$ cat config.mk
export PLATFORM = sky130hd
export DESIGN_NAME = ssd_cmd_responder_flat
export DESIGN_NICKNAME = d
export VERILOG_FILES = /design/src/rtl/ssd_if_pkg.sv /design/src/rtl/ssd_cmd_responder_if.sv /design/src/rtl/ssd_cmd_fifo.sv /design/src/rtl/ssd_cmd_responder.sv /design/src/flat_wrapper.sv
export SDC_FILE = /design/constraint.sdc
export NUM_CORES = 2
export LEC_CHECK = 0
export CAP_MARGIN = 10
export CORE_ASPECT_RATIO = 0.75
export CORE_UTILIZATION = 33
export DETAILED_ROUTE_END_ITERATION = 7
export SLEW_MARGIN = 30
export SYNTH_ARGS = -nofsm -noshare
export SYNTH_HDL_FRONTEND = slang
export SYNTH_HIERARCHICAL = 1
export SYNTH_MEMORY_MAX_BITS = 65536
export SYNTH_SLANG_ARGS = --single-unit
export TNS_END_PERCENT = 100
$ cat constraint.sdc
create_clock -name clk -period 7.3 [get_ports clk]
set_input_delay 1.095 -clock clk [delete_from_list [all_inputs] [get_ports clk]]
set_output_delay 1.095 -clock clk [all_outputs]
set_load 0.05 [all_outputs]
$ cat src/rtl/ssd_if_pkg.sv
`default_nettype none
// ============================================================================
// Module   : ssd_if_pkg
// Brief    : Shared opcodes, block size, engine states and command record for
//            the SSD command responder.
// Revision : 1.0 - initial release
// ============================================================================
package ssd_if_pkg;

    localparam logic [7:0] OP_READ    = 8'd0;
    localparam logic [7:0] OP_WRITE   = 8'd1;
    localparam int         BLOCK_SIZE = 4096;

    typedef enum logic [1:0] {
        ST_IDLE = 2'd0,
        ST_BUSY = 2'd1,
        ST_RESP = 2'd2
    } state_t;

    typedef struct packed {
        logic [7:0]  opcode;
        logic [63:0] lba;
        logic [31:0] length;
        logic [63:0] data;
    } ssd_cmd_t;

endpackage
`default_nettype wire

$ cat src/rtl/ssd_cmd_responder_if.sv
`default_nettype none
// ============================================================================
// Module   : ssd_cmd_responder_if
// Brief    : SSD command/response bus between an initiator and the responder.
// Revision : 1.0 - initial release
// ============================================================================
interface ssd_cmd_responder_if;

    logic        ssd_cmd_valid;
    logic        ssd_cmd_ready;
    logic [7:0]  ssd_opcode;
    logic [63:0] ssd_lba;
    logic [31:0] ssd_length;
    logic [63:0] ssd_data;
    logic        ssd_data_ready;
    logic [63:0] rsp_data;
    logic        rsp_err;
    logic [63:0] rsp_lba;

    modport master (
        output ssd_cmd_valid, ssd_opcode, ssd_lba, ssd_length, ssd_data,
        input  ssd_cmd_ready, ssd_data_ready, rsp_data, rsp_err, rsp_lba
    );

    modport slave (
        input  ssd_cmd_valid, ssd_opcode, ssd_lba, ssd_length, ssd_data,
        output ssd_cmd_ready, ssd_data_ready, rsp_data, rsp_err, rsp_lba
    );

endinterface
`default_nettype wire

$ cat src/rtl/ssd_cmd_fifo.sv
`default_nettype none
// ============================================================================
// Module   : ssd_cmd_fifo
// Brief    : In-order command queue; push is ignored when full, pop when empty.
// Revision : 1.0 - initial release
// ============================================================================
module ssd_cmd_fifo
    import ssd_if_pkg::*;
#(
    parameter int  QDEPTH = 4,
    parameter type T      = ssd_cmd_t
) (
    input  wire logic                      clk,
    input  wire logic                      rst,
    input  wire logic                      push,
    input  wire T                          din,
    input  wire logic                      pop,
    output T                               dout,
    output logic                           full,
    output logic                           empty,
    output logic [$clog2(QDEPTH):0]        count
);

    localparam int c_PTR_W = $clog2(QDEPTH);

    T                   r_mem [QDEPTH];
    logic [c_PTR_W-1:0] r_wr_ptr;
    logic [c_PTR_W-1:0] r_rd_ptr;
    logic [c_PTR_W:0]   r_count;
    logic               w_do_push;
    logic               w_do_pop;

    assign w_do_push = push && !full;
    assign w_do_pop  = pop && !empty;

    always_ff @(posedge clk) begin
        if (rst) begin
            r_wr_ptr <= '0;
            r_rd_ptr <= '0;
            r_count  <= '0;
        end else begin
            if (w_do_push) r_wr_ptr <= r_wr_ptr + 1'b1;
            if (w_do_pop)  r_rd_ptr <= r_rd_ptr + 1'b1;
            case ({w_do_push, w_do_pop})
                2'b10:   r_count <= r_count + 1'b1;
                2'b01:   r_count <= r_count - 1'b1;
                default: r_count <= r_count;
            endcase
        end
    end

    always_ff @(posedge clk) begin
        if (w_do_push) r_mem[r_wr_ptr] <= din;
    end

    assign dout  = r_mem[r_rd_ptr];
    assign full  = (r_count == (c_PTR_W+1)'(QDEPTH));
    assign empty = (r_count == '0);
    assign count = r_count;

endmodule
`default_nettype wire

$ cat src/rtl/ssd_cmd_responder.sv
`default_nettype none
// ============================================================================
// Module   : ssd_cmd_responder
// Brief    : SSD target model: queued block commands, per-opcode service
//            latency, block-indexed backing store, one-cycle completion pulse.
//            Define SSD_RESP_STATS_EN to add saturating statistics outputs.
// Revision : 1.0 - initial release
// ============================================================================
module ssd_cmd_responder #(
    parameter int QDEPTH     = 4,
    parameter int ADDR_W     = 6,
    parameter int RD_LAT     = 3,
    parameter int WR_LAT     = 5,
    parameter int ERR_LAT    = 1,
    parameter int BLOCK_SIZE = 4096
) (
    input  wire logic          clk,
    input  wire logic          rst,
    ssd_cmd_responder_if.slave bus,
    output logic               busy
`ifdef SSD_RESP_STATS_EN
    ,
    output logic [31:0]        stat_reads,
    output logic [31:0]        stat_writes,
    output logic [31:0]        stat_errors,
    output logic [31:0]        stat_busy_cycles
`endif
);

    import ssd_if_pkg::*;

    localparam int c_OFS_W   = $clog2(BLOCK_SIZE);
    localparam int c_ENTRIES = 2 ** ADDR_W;
    localparam int c_MAX_LAT = (RD_LAT > WR_LAT) ? ((RD_LAT > ERR_LAT) ? RD_LAT : ERR_LAT)
                                                 : ((WR_LAT > ERR_LAT) ? WR_LAT : ERR_LAT);
    localparam int c_CNT_W   = $clog2(c_MAX_LAT) + 1;

    ssd_cmd_t              w_in;
    ssd_cmd_t              w_head;
    logic                  w_full;
    logic                  w_empty;
    logic [$clog2(QDEPTH):0] w_count;
    logic                  w_pop;

    state_t                r_state;
    state_t                w_next;
    logic [c_CNT_W-1:0]    r_cnt;
    logic [c_CNT_W-1:0]    w_lat_m1;
    logic [7:0]            r_op;
    logic [63:0]           r_lba;
    logic [63:0]           r_data;
    logic                  r_err;

    logic [32:0]           w_span;
    logic                  w_err;
    logic                  w_complete;
    logic [ADDR_W-1:0]     w_idx;

    logic [63:0]           r_mem [c_ENTRIES];
    logic [c_ENTRIES-1:0]  r_vld;
    logic [63:0]           r_rsp_data;
    logic                  r_rsp_err;
    logic [63:0]           r_rsp_lba;

    assign w_in = '{opcode: bus.ssd_opcode, lba: bus.ssd_lba,
                    length: bus.ssd_length, data: bus.ssd_data};

    ssd_cmd_fifo #(
        .QDEPTH (QDEPTH),
        .T      (ssd_cmd_t)
    ) u_fifo (
        .clk   (clk),
        .rst   (rst),
        .push  (bus.ssd_cmd_valid),
        .din   (w_in),
        .pop   (w_pop),
        .dout  (w_head),
        .full  (w_full),
        .empty (w_empty),
        .count (w_count)
    );

    // Block-crossing test is done in 33 bits so a huge length cannot wrap.
    assign w_span = 33'(w_head.lba[c_OFS_W-1:0]) + 33'(w_head.length);
    assign w_err  = (w_head.opcode > OP_WRITE)
                 || (w_head.length == '0)
                 || (w_span > 33'(BLOCK_SIZE))
                 || (|w_head.lba[63:c_OFS_W+ADDR_W]);

    assign w_lat_m1 = w_err                       ? c_CNT_W'(ERR_LAT - 1) :
                      (w_head.opcode == OP_READ)  ? c_CNT_W'(RD_LAT - 1)  :
                                                    c_CNT_W'(WR_LAT - 1);

    always_comb begin
        w_next = r_state;
        w_pop  = 1'b0;
        case (r_state)
            ST_IDLE: begin
                if (!w_empty) begin
                    w_pop  = 1'b1;
                    w_next = ST_BUSY;
                end
            end
            ST_BUSY: if (r_cnt == '0) w_next = ST_RESP;
            ST_RESP: w_next = ST_IDLE;
            default: w_next = ST_IDLE;
        endcase
    end

    always_ff @(posedge clk) begin
        if (rst) begin
            r_state <= ST_IDLE;
            r_cnt   <= '0;
            r_op    <= '0;
            r_lba   <= '0;
            r_data  <= '0;
            r_err   <= 1'b0;
        end else begin
            r_state <= w_next;
            if (w_pop) begin
                r_op   <= w_head.opcode;
                r_lba  <= w_head.lba;
                r_data <= w_head.data;
                r_err  <= w_err;
                r_cnt  <= w_lat_m1;
            end else if (r_state == ST_BUSY && r_cnt != '0) begin
                r_cnt <= r_cnt - 1'b1;
            end
        end
    end

    assign w_complete = (r_state == ST_BUSY) && (r_cnt == '0);
    assign w_idx      = r_lba[c_OFS_W +: ADDR_W];

    // Store contents survive reset; only the valid bits are cleared.
    always_ff @(posedge clk) begin
        if (!rst && w_complete && !r_err && r_op == OP_WRITE) r_mem[w_idx] <= r_data;
    end

    always_ff @(posedge clk) begin
        if (rst) begin
            r_vld      <= '0;
            r_rsp_data <= '0;
            r_rsp_err  <= 1'b0;
            r_rsp_lba  <= '0;
        end else if (w_complete) begin
            if (!r_err && r_op == OP_WRITE) r_vld[w_idx] <= 1'b1;
            r_rsp_data <= (!r_err && r_op == OP_READ && r_vld[w_idx]) ? r_mem[w_idx] : 64'd0;
            r_rsp_err  <= r_err;
            r_rsp_lba  <= r_lba;
        end
    end

    assign bus.ssd_cmd_ready  = !w_full;
    assign bus.ssd_data_ready = (r_state == ST_RESP);
    assign bus.rsp_data       = r_rsp_data;
    assign bus.rsp_err        = r_rsp_err;
    assign bus.rsp_lba        = r_rsp_lba;
    assign busy               = (r_state != ST_IDLE) || (w_count != '0);

`ifdef SSD_RESP_STATS_EN
    logic [31:0] r_stat_reads;
    logic [31:0] r_stat_writes;
    logic [31:0] r_stat_errors;
    logic [31:0] r_stat_busy;

    always_ff @(posedge clk) begin
        if (rst) begin
            r_stat_reads  <= '0;
            r_stat_writes <= '0;
            r_stat_errors <= '0;
            r_stat_busy   <= '0;
        end else begin
            if (r_state == ST_RESP) begin
                if (r_err) begin
                    if (r_stat_errors != '1) r_stat_errors <= r_stat_errors + 1'b1;
                end else if (r_op == OP_READ) begin
                    if (r_stat_reads != '1) r_stat_reads <= r_stat_reads + 1'b1;
                end else begin
                    if (r_stat_writes != '1) r_stat_writes <= r_stat_writes + 1'b1;
                end
            end
            if (busy && r_stat_busy != '1) r_stat_busy <= r_stat_busy + 1'b1;
        end
    end

    assign stat_reads       = r_stat_reads;
    assign stat_writes      = r_stat_writes;
    assign stat_errors      = r_stat_errors;
    assign stat_busy_cycles = r_stat_busy;
`endif

endmodule
`default_nettype wire
$ cat src/flat_wrapper.sv
// flat-port wrapper written by rule: the top's interface ports become plain ports
module ssd_cmd_responder_flat import ssd_if_pkg::*;
#(
    parameter int QDEPTH     = 4,
    parameter int ADDR_W     = 6,
    parameter int RD_LAT     = 3,
    parameter int WR_LAT     = 5,
    parameter int ERR_LAT    = 1,
    parameter int BLOCK_SIZE = 4096
)
  (clk, rst, busy, bus_ssd_cmd_valid, bus_ssd_opcode, bus_ssd_lba, bus_ssd_length, bus_ssd_data, bus_ssd_cmd_ready, bus_ssd_data_ready, bus_rsp_data, bus_rsp_err, bus_rsp_lba);
  ssd_cmd_responder_if bus_i ();
  input  wire logic clk;
  input  wire logic rst;
  output logic busy;
  input wire logic [$bits(bus_i.ssd_cmd_valid)-1:0] bus_ssd_cmd_valid;
  input wire logic [$bits(bus_i.ssd_opcode)-1:0] bus_ssd_opcode;
  input wire logic [$bits(bus_i.ssd_lba)-1:0] bus_ssd_lba;
  input wire logic [$bits(bus_i.ssd_length)-1:0] bus_ssd_length;
  input wire logic [$bits(bus_i.ssd_data)-1:0] bus_ssd_data;
  output wire logic [$bits(bus_i.ssd_cmd_ready)-1:0] bus_ssd_cmd_ready;
  output wire logic [$bits(bus_i.ssd_data_ready)-1:0] bus_ssd_data_ready;
  output wire logic [$bits(bus_i.rsp_data)-1:0] bus_rsp_data;
  output wire logic [$bits(bus_i.rsp_err)-1:0] bus_rsp_err;
  output wire logic [$bits(bus_i.rsp_lba)-1:0] bus_rsp_lba;
  assign bus_i.ssd_cmd_valid = bus_ssd_cmd_valid;
  assign bus_i.ssd_opcode = bus_ssd_opcode;
  assign bus_i.ssd_lba = bus_ssd_lba;
  assign bus_i.ssd_length = bus_ssd_length;
  assign bus_i.ssd_data = bus_ssd_data;
  assign bus_ssd_cmd_ready = bus_i.ssd_cmd_ready;
  assign bus_ssd_data_ready = bus_i.ssd_data_ready;
  assign bus_rsp_data = bus_i.rsp_data;
  assign bus_rsp_err = bus_i.rsp_err;
  assign bus_rsp_lba = bus_i.rsp_lba;
  ssd_cmd_responder #(.QDEPTH(QDEPTH), .ADDR_W(ADDR_W), .RD_LAT(RD_LAT), .WR_LAT(WR_LAT), .ERR_LAT(ERR_LAT), .BLOCK_SIZE(BLOCK_SIZE)) u_core (.clk(clk), .rst(rst), .bus(bus_i), .busy(busy));
endmodule
Yosys cells after proc, flatten, opt, wreduce, memory -nomap -nowiden
Memories as Yosys holds them, arrays and structs flattened. A register that Yosys moved wholly into a read port is not among the register bits.
Cells that the tools add are included.
W data, S select, Z words.
{"block": "totals", "reg_bits": 343, "ram_bits": 4768, "output_inout_bits": 132, "n_memories": 2}
{"block": "op_classes", "addsub": 6, "magnitude_cmp": 4, "eq_ne": 8, "muxes": 23, "n_bitwise": 1, "reduce_logical": 33}
{"name": "u_core.r_mem", "words": 64, "word_bits": 64, "read_ports": 1, "rd_clocked_by_memory_dff": 1, "write_ports": 1, "line_no": "ssd_cmd_responder.sv:59", "rtl": "logic [63:0] r_mem [c_ENTRIES];"}
{"name": "u_core.u_fifo.r_mem", "words": 4, "word_bits": 168, "read_ports": 1, "rd_clocked_by_memory_dff": 1, "write_ports": 1, "line_no": "ssd_cmd_fifo.sv:26", "rtl": "T r_mem [QDEPTH];"}
{"operator": "$mux W64", "count": 1}
{"operator": "$or A64 B64 Y64", "count": 1}
{"operator": "$reduce_or A46 Y1", "count": 1}
{"operator": "$add A12 B32 Y33", "count": 1}
{"operator": "$gt A33 B13 Y1 const B", "count": 1}
{"operator": "$logic_not A32 Y1", "count": 1}
{"operator": "$logic_not A8 Y1", "count": 2}
{"operator": "$mux W4", "count": 3}
{"operator": "$mux W6", "count": 2}
{"operator": "$logic_and A1 B1 Y1", "count": 11}
{"operator": "$eq A8 B1 Y1 const B", "count": 1}
{"operator": "$gt A8 B1 Y1 const B", "count": 1}
{"operator": "$mux W1", "count": 8}
{"operator": "$mux W2", "count": 4}
{"operator": "$lt A6 B7 Y1 const B", "count": 1}
{"operator": "$bmux W1 S6", "count": 1}
{"operator": "$demux W1 S6", "count": 1}
{"operator": "$ge A6 B1 Y1 const B", "count": 1}
{"operator": "$pmux W3 S2", "count": 1}
{"operator": "$reduce_bool A2 Y1", "count": 3}
{"operator": "$add A2 B1 Y2 const B", "count": 2}
{"operator": "$eq A2 B1 Y1 const B", "count": 2}
{"operator": "$eq A2 B2 Y1 const B", "count": 2}
{"operator": "$logic_not A1 Y1", "count": 4}
{"operator": "15 further kinds", "count": 19}

Longest topological paths before layout
{"block": "depth", "depth_word": 7, "depth_mapped": 15, "depth_no_buf": 11}

Hierarchy
Netlist, hierarchy kept.
{"module": "ssd_cmd_responder", "instances": 1, "cells_per_inst": 7637, "area_each_um2": 168576.7, "seq_area_each_um2": 129844.5}
{"module": "ssd_cmd_fifo", "instances": 1, "cells_per_inst": 932, "area_each_um2": 24711.2, "seq_area_each_um2": 20359.5}

Least setup slack after synthesis
Ideal clock, no wire load.
{"block": "synth_timing", "kind": "input to register", "startpoint": "input port bus_ssd_cmd_valid", "endpoint": "memory u_core/u_fifo/r_mem[0][0] (netlist bit) (enable)", "setup_time_ns": 0.548, "arrival_ns": 5.260, "setup_slack_ns": 1.492, "stages": 3, "cell_sequence": "inv_1 nor2_1 and2_1"}
{"block": "synth_via", "elab_chain_len": 3}
{"element": "start, declared", "line_no": "flat_wrapper.sv:16", "rtl": "input wire logic [$bits(bus_i.ssd_cmd_valid)-1:0] bus_ssd_cmd_valid;"}
{"element": "$logic_and A1 B1 Y1", "line_no": "ssd_cmd_fifo.sv:33", "rtl": "assign w_do_push = push && !full;"}
{"element": "$mux W1", "line_no": "ssd_cmd_fifo.sv:53", "rtl": "if (w_do_push) r_mem[r_wr_ptr] <= din;"}
{"element": "$mux W1 (implied by the code)", "line_no": "ssd_cmd_fifo.sv:53"}
{"element": "end, declared", "line_no": "ssd_cmd_fifo.sv:26"}
No other way between the ends.

Final worst setup path
{"block": "layout_timing", "startpoint": "register u_core.r_cnt[0]", "endpoint": "memory u_core.r_mem[232][20] (netlist: u_core/r_mem[58][20]) (enable)"}
{"block": "layout_via", "elab_chain_len": 7}
{"element": "start, declared", "line_no": "ssd_cmd_responder.sv:47", "rtl": "logic [c_CNT_W-1:0] r_cnt;"}
{"element": "start signal, assigned", "line_no": "ssd_cmd_responder.sv:125", "rtl": "r_cnt <= w_lat_m1;"}
{"element": "start signal, assigned", "line_no": "ssd_cmd_responder.sv:127", "rtl": "r_cnt <= r_cnt - 1'b1;"}
{"element": "$logic_not A4 Y1", "line_no": "ssd_cmd_responder.sv:132", "rtl": "assign w_complete = (r_state == ST_BUSY) && (r_cnt == '0);"}
{"element": "$logic_and A1 B1 Y1", "line_no": "ssd_cmd_responder.sv:132"}
{"element": "$logic_and A1 B1 Y1 (3 in a row)", "line_no": "ssd_cmd_responder.sv:137", "rtl": "if (!rst && w_complete && !r_err && r_op == OP_WRITE) r_mem[w_idx] <= r_data;"}
{"element": "$mux W1", "line_no": "ssd_cmd_responder.sv:137"}
{"element": "$mux W1 (implied by the code)", "line_no": "ssd_cmd_responder.sv:137"}
{"element": "end, declared", "line_no": "ssd_cmd_responder.sv:59"}
No other way between the ends.

==> insert_results.sql <==
INSERT INTO impl_metrics (metric_group, metric, value, unit) VALUES
('synthesis', 'netlist_instances', '8569', ''),
('sta', 'max-slew-margin-rel', '27.9', '%'),
('place', 'hpwlAfterDp', '302', 'mm'),
('pwr', 'cellPowerDensity', '361', 'nW/µm²'),
('global_routing', 'grt_start_max_net_pins', '128', ''),
('drt', 'detail-route-antenna-nets', '0', ''),
('die', 'dieHeight', '665', 'µm'),
('worst_setup_path', 'critical_path_arrival', '5740', 'ps'),
('synthesis', 'syn_nets', '8760', ''),
('flow_run', 'number_of_maximum_capacitance_constraint_violations', '0', ''),
('sta', 'fin_setup_tns', '0', 'ps'),
('sta', 'clock_skew', '116', 'ps'),
('global_routing', 'first_global_vias', '94600', ''),
('worst_setup_path', 'ff2ff_setup_slack', '2150', 'ps'),
('sta', 'report.final.slew_viol_count', '0', ''),
('worst_setup_path', 'cp-end-kind', 'register', ''),
('synthesis', 'ys_top_cells_by_area', 'edfxtp_1 74%, mux4_2 17%, dfxtp_1 3.6%', ''),
('synthesis', 'synth_enable_flop_cells', '4768', ''),
('sta', 'max_freq', '0.194', 'GHz'),
('place', 'portbufs', '302', ''),
('synthesis', 'synth.avg_cell_area', '22.6', 'µm²'),
('clocking', 'h_tree_depth', '5', ''),
('outcome', 'violations', 'design-rule violations', ''),
('drt', 'route.detailed.wl_per_inst', '30.4', 'µm'),
('drt', 'post_drt_via_cell_ratio', '5.41', ''),
('outcome', 'run_status', 'finished with violations', ''),
('clocking', 'cts_num_sinks', '5119', ''),
('synthesis', 'synth.distinct_cells', '79', ''),
('sta', 'grt_setup_unrepaired', 'no', ''),
('die', 'fp-row-count', '243', ''),
('cells_and_area', 'post-route-util', '38.2', '%'),
('worst_hold_path', 'hold_depth', '2', ''),
('synthesis', 'syn-cell-area', '193000', 'µm²'),
('worst_setup_path', 'r2r-end', 'u_core/r_mem[58][20]$_DFFE_PP_', ''),
('drt', 'route.detailed.drc', '2', ''),
('die', 'core-area', '584000', 'µm²'),
('sta', 'timing_hold_violations_final', '0', ''),
('clocking', 'cts_hold_buffers', '0', ''),
('worst_hold_path', 'hold_path.startpoint', 'rst', ''),
('clocking', 'cts_tree', 'done', ''),
('global_routing', 'wire_length_of_the_first_global_routing_pass', '734', 'mm'),
('synthesis', 'synth_sequential_area_ratio', '77.7', '%'),
('worst_setup_path', 'worst_ep_required_time', '7890', 'ps'),
('synthesis', 'synth_top_area_share', '74.1', '%'),
('clocking', 'post_cts.repair.setup_buffers', '0', ''),
('global_routing', 'grt.total_usage', '17.4', '%'),
('sta', 'tightestPinTransition', '1080', 'ps'),
('cells_and_area', 'num-fill-cells', '51500', ''),
('clocking', 'cts-resized-gates', '0', ''),
('place', 'preCtsSetupSlack', '2060', 'ps'),
('clocking', 'clk_latency', '1060', 'ps'),
('drt', 'number_of_violations_reported_at_the_end_of_detailed_routing_iteration_0', '11800', ''),
('worst_setup_path', 'timing.setup.critical_path_class', 'reg -> reg', ''),
('die', 'dieWidth', '886', 'µm'),
('worst_hold_path', 'timing.hold.worst.class', 'in -> reg', ''),
('worst_setup_path', 'worstReg2RegStart', 'u_core/r_cnt[0]$_SDFFE_PP0P_', ''),
('global_routing', 'grt_antenna_before_repair', '39', ''),
('die', 'floorplan.initialDensity', '33.1', '%'),
('cells_and_area', 'net_count_final', '9334', ''),
('worst_setup_path', 'critical_path.max_fanout', '66', ''),
('place', 'gp_congestion', '0.790', ''),
('sta', 'setup_viol_count_final', '0', ''),
('sta', 'post-route-min-period', '5150', 'ps'),
('cells_and_area', 'multi_input_combinational_cell_area', '41500', 'µm²'),
('clocking', 'root_buffer', 'clkbuf_16', ''),
('cells_and_area', 'area.growth.synth_to_final', '15.5', '%'),
('die', 'design.die.area', '589000', 'µm²'),
('worst_setup_path', 'startpoint_type', 'register', ''),
('die', 'top_level_ports', '303', ''),
('clocking', 'path_clk_slew', '70', 'ps'),
('synthesis', 'yosys_register_bits', '5119', '');
==> through the flow <==
stage | cell area, µm² | hold WS (ps) | total power [µW] | cells
floorplan | 193000 | 427 | 48800 | 8569
finish | 223000 | 393 | 80700 | 17300
detailed placement | 208000 | 440 | 56900 | 16400
global route | 223000 | 340 | 83400 | 17300
global placement | 208000 | 434 | 56500 | 16400
CTS | 223000 | 279 | 81500 | 17300
==> report_power, final <==
| part | switching, µW | total [µW] | leakage (µW) | internal, µW |
|---|---|---|---|---|
| Combinational | 11400 | 18900 | 0.0133 | 7460 |
| Sequential | 1670 | 37000 | 0.0468 | 35400 |
| Clock | 11000 | 24700 | 0.00752 | 13700 |
==> synthesized netlist by cell type (5+ instances only) <==
master and n:
a21o_1 57, a21oi_1 282, a221oi_1 7, a22oi_1 20, a31oi_1 5, and2_1 10
and3_1 7, buf_1 120, buf_2 29, buf_6 18, clkbuf_1 291, dfxtp_1 351
edfxtp_1 4768, ha_1 18, inv_1 29, mux2_2 69, mux2i_1 70, mux4_2 1448
nand2_1 499, nand3_1 18, nand4_1 21, nor2_1 161, nor2b_1 5, nor3_1 15
nor4_1 39, o211ai_1 7, o21ai_0 78, o22ai_1 18, or3_1 8, xnor2_1 6
xor2_1 8
==> cells in the final DEF (no fill, tap or decap), types with 15 or more instances in the layout <==
cell type / Yosys / final
o21ai_0: 78 / 78
clkinvlp_4: 0 / 23
dfxtp_2: 0 / 41
clkbuf_16: 0 / 474
nand3_1: 18 / 18
edfxtp_1: 4768 / 4768
dfxtp_4: 0 / 31
mux4_2: 1448 / 1448
nor3_1: 15 / 15
clkinv_1: 0 / 87
nand4_1: 21 / 21
clkdlybuf4s50_1: 0 / 301
inv_1: 29 / 29
o22ai_1: 18 / 18
clkbuf_8: 3 / 17
dfxtp_1: 351 / 279
bufinv_16: 0 / 43
nor2_1: 161 / 94
mux2i_1: 70 / 69
clkinv_2: 0 / 107
nor4_1: 39 / 39
buf_4: 1 / 174
ha_1: 18 / 18
a22oi_1: 20 / 20
a21oi_1: 282 / 278
mux2_2: 69 / 69
nor2_4: 0 / 66
nand2_1: 499 / 498
a21o_1: 57 / 57
buf_12: 0 / 78
clkbuf_1: 291 / 89
==> layer usage <==
layer	up-vias	track usage, %	part of all wire (%)
li1	37200	-	-
met1	51100	25.2	43
met2	4412	27.0	46
met3	704	3.71	9.1
met4	32	3.64	2.2
met5	-	0	0.12
==> state kept, by name, indices dropped and copies added (netlist names), named ones only <==
signal                  count
u_core/bus.rsp_lba         64
u_core/u_fifo/r_mem       672
u_core/u_fifo/r_wr_ptr      2
u_core/u_fifo/count         3
u_core/r_data              64
u_core/bus.rsp_data        64
u_core/r_mem             4096
u_core/r_state              2
u_core/r_lba               64
u_core/bus.rsp_err          1
u_core/r_vld               64
u_core/u_fifo/r_rd_ptr      2
u_core/r_cnt                4
u_core/r_op                 8
u_core/r_err                1
==> worst max path at each step <==
stage	slack, ps	to	start	cells past startpoint
floorplan	1490	u_core/u_fifo/r_mem[0][0]$_DFFE_PP_	bus_ssd_cmd_valid	3
finish	2150	u_core/r_mem[58][20]$_DFFE_PP_	u_core/r_cnt[0]$_SDFFE_PP0P_	11
detailed placement	2060	u_core/r_mem[63][13]$_DFFE_PP_	u_core/r_cnt[0]$_SDFFE_PP0P_	11
global placement	2020	u_core/r_mem[62][39]$_DFFE_PP_	u_core/r_cnt[0]$_SDFFE_PP0P_	11
global route	1910	u_core/r_mem[58][25]$_DFFE_PP_	u_core/r_cnt[0]$_SDFFE_PP0P_	11
CTS	1970	u_core/r_mem[62][45]$_DFFE_PP_	u_core/r_cnt[0]$_SDFFE_PP0P_	11
==> logic make-up after synthesis <==
kind of cell / after synthesis / synth area share, %
AOI/OAI and AO/OA: 515 / 1.57
muxes: 1587 / 17.6
adders and majority gates: 20 / 0.137
buffers and inverters: 497 / 1.08
DFF: 5119 / 77.7
and+or+nand+nor: 817 / 1.80
xor gates and xnor gates: 14 / 0.0634
==> critical path, stage by stage, from the launching register on <==
cell     delay, ps
dfxtp_1        340
inv_1           80
ha_1           190
nor3b_1        320
nand2_2         90
buf_4          330
nor2_1         210
and3_1         540
and3_1         380
nand3_1        690
nor2_4         940
buf_12         420
==> area by class of cell <==
| type | instances | share of cell area [%] |
|---|---|---|
| Antenna cell | 6 | 0.00673 |
| Clock buffer | 580 | 5.57 |
| Clock inverter | 304 | 1.33 |
| Inverter | 31 | 0.0555 |
| Multi-Input combinational cell | 2953 | 18.6 |
| Sequential cell | 5119 | 67.4 |
| Tap cell | 7717 | 4.32 |
| Timing Repair Buffer | 566 | 2.76 |
No activity file was read; power rests on OpenSTA's default activity.
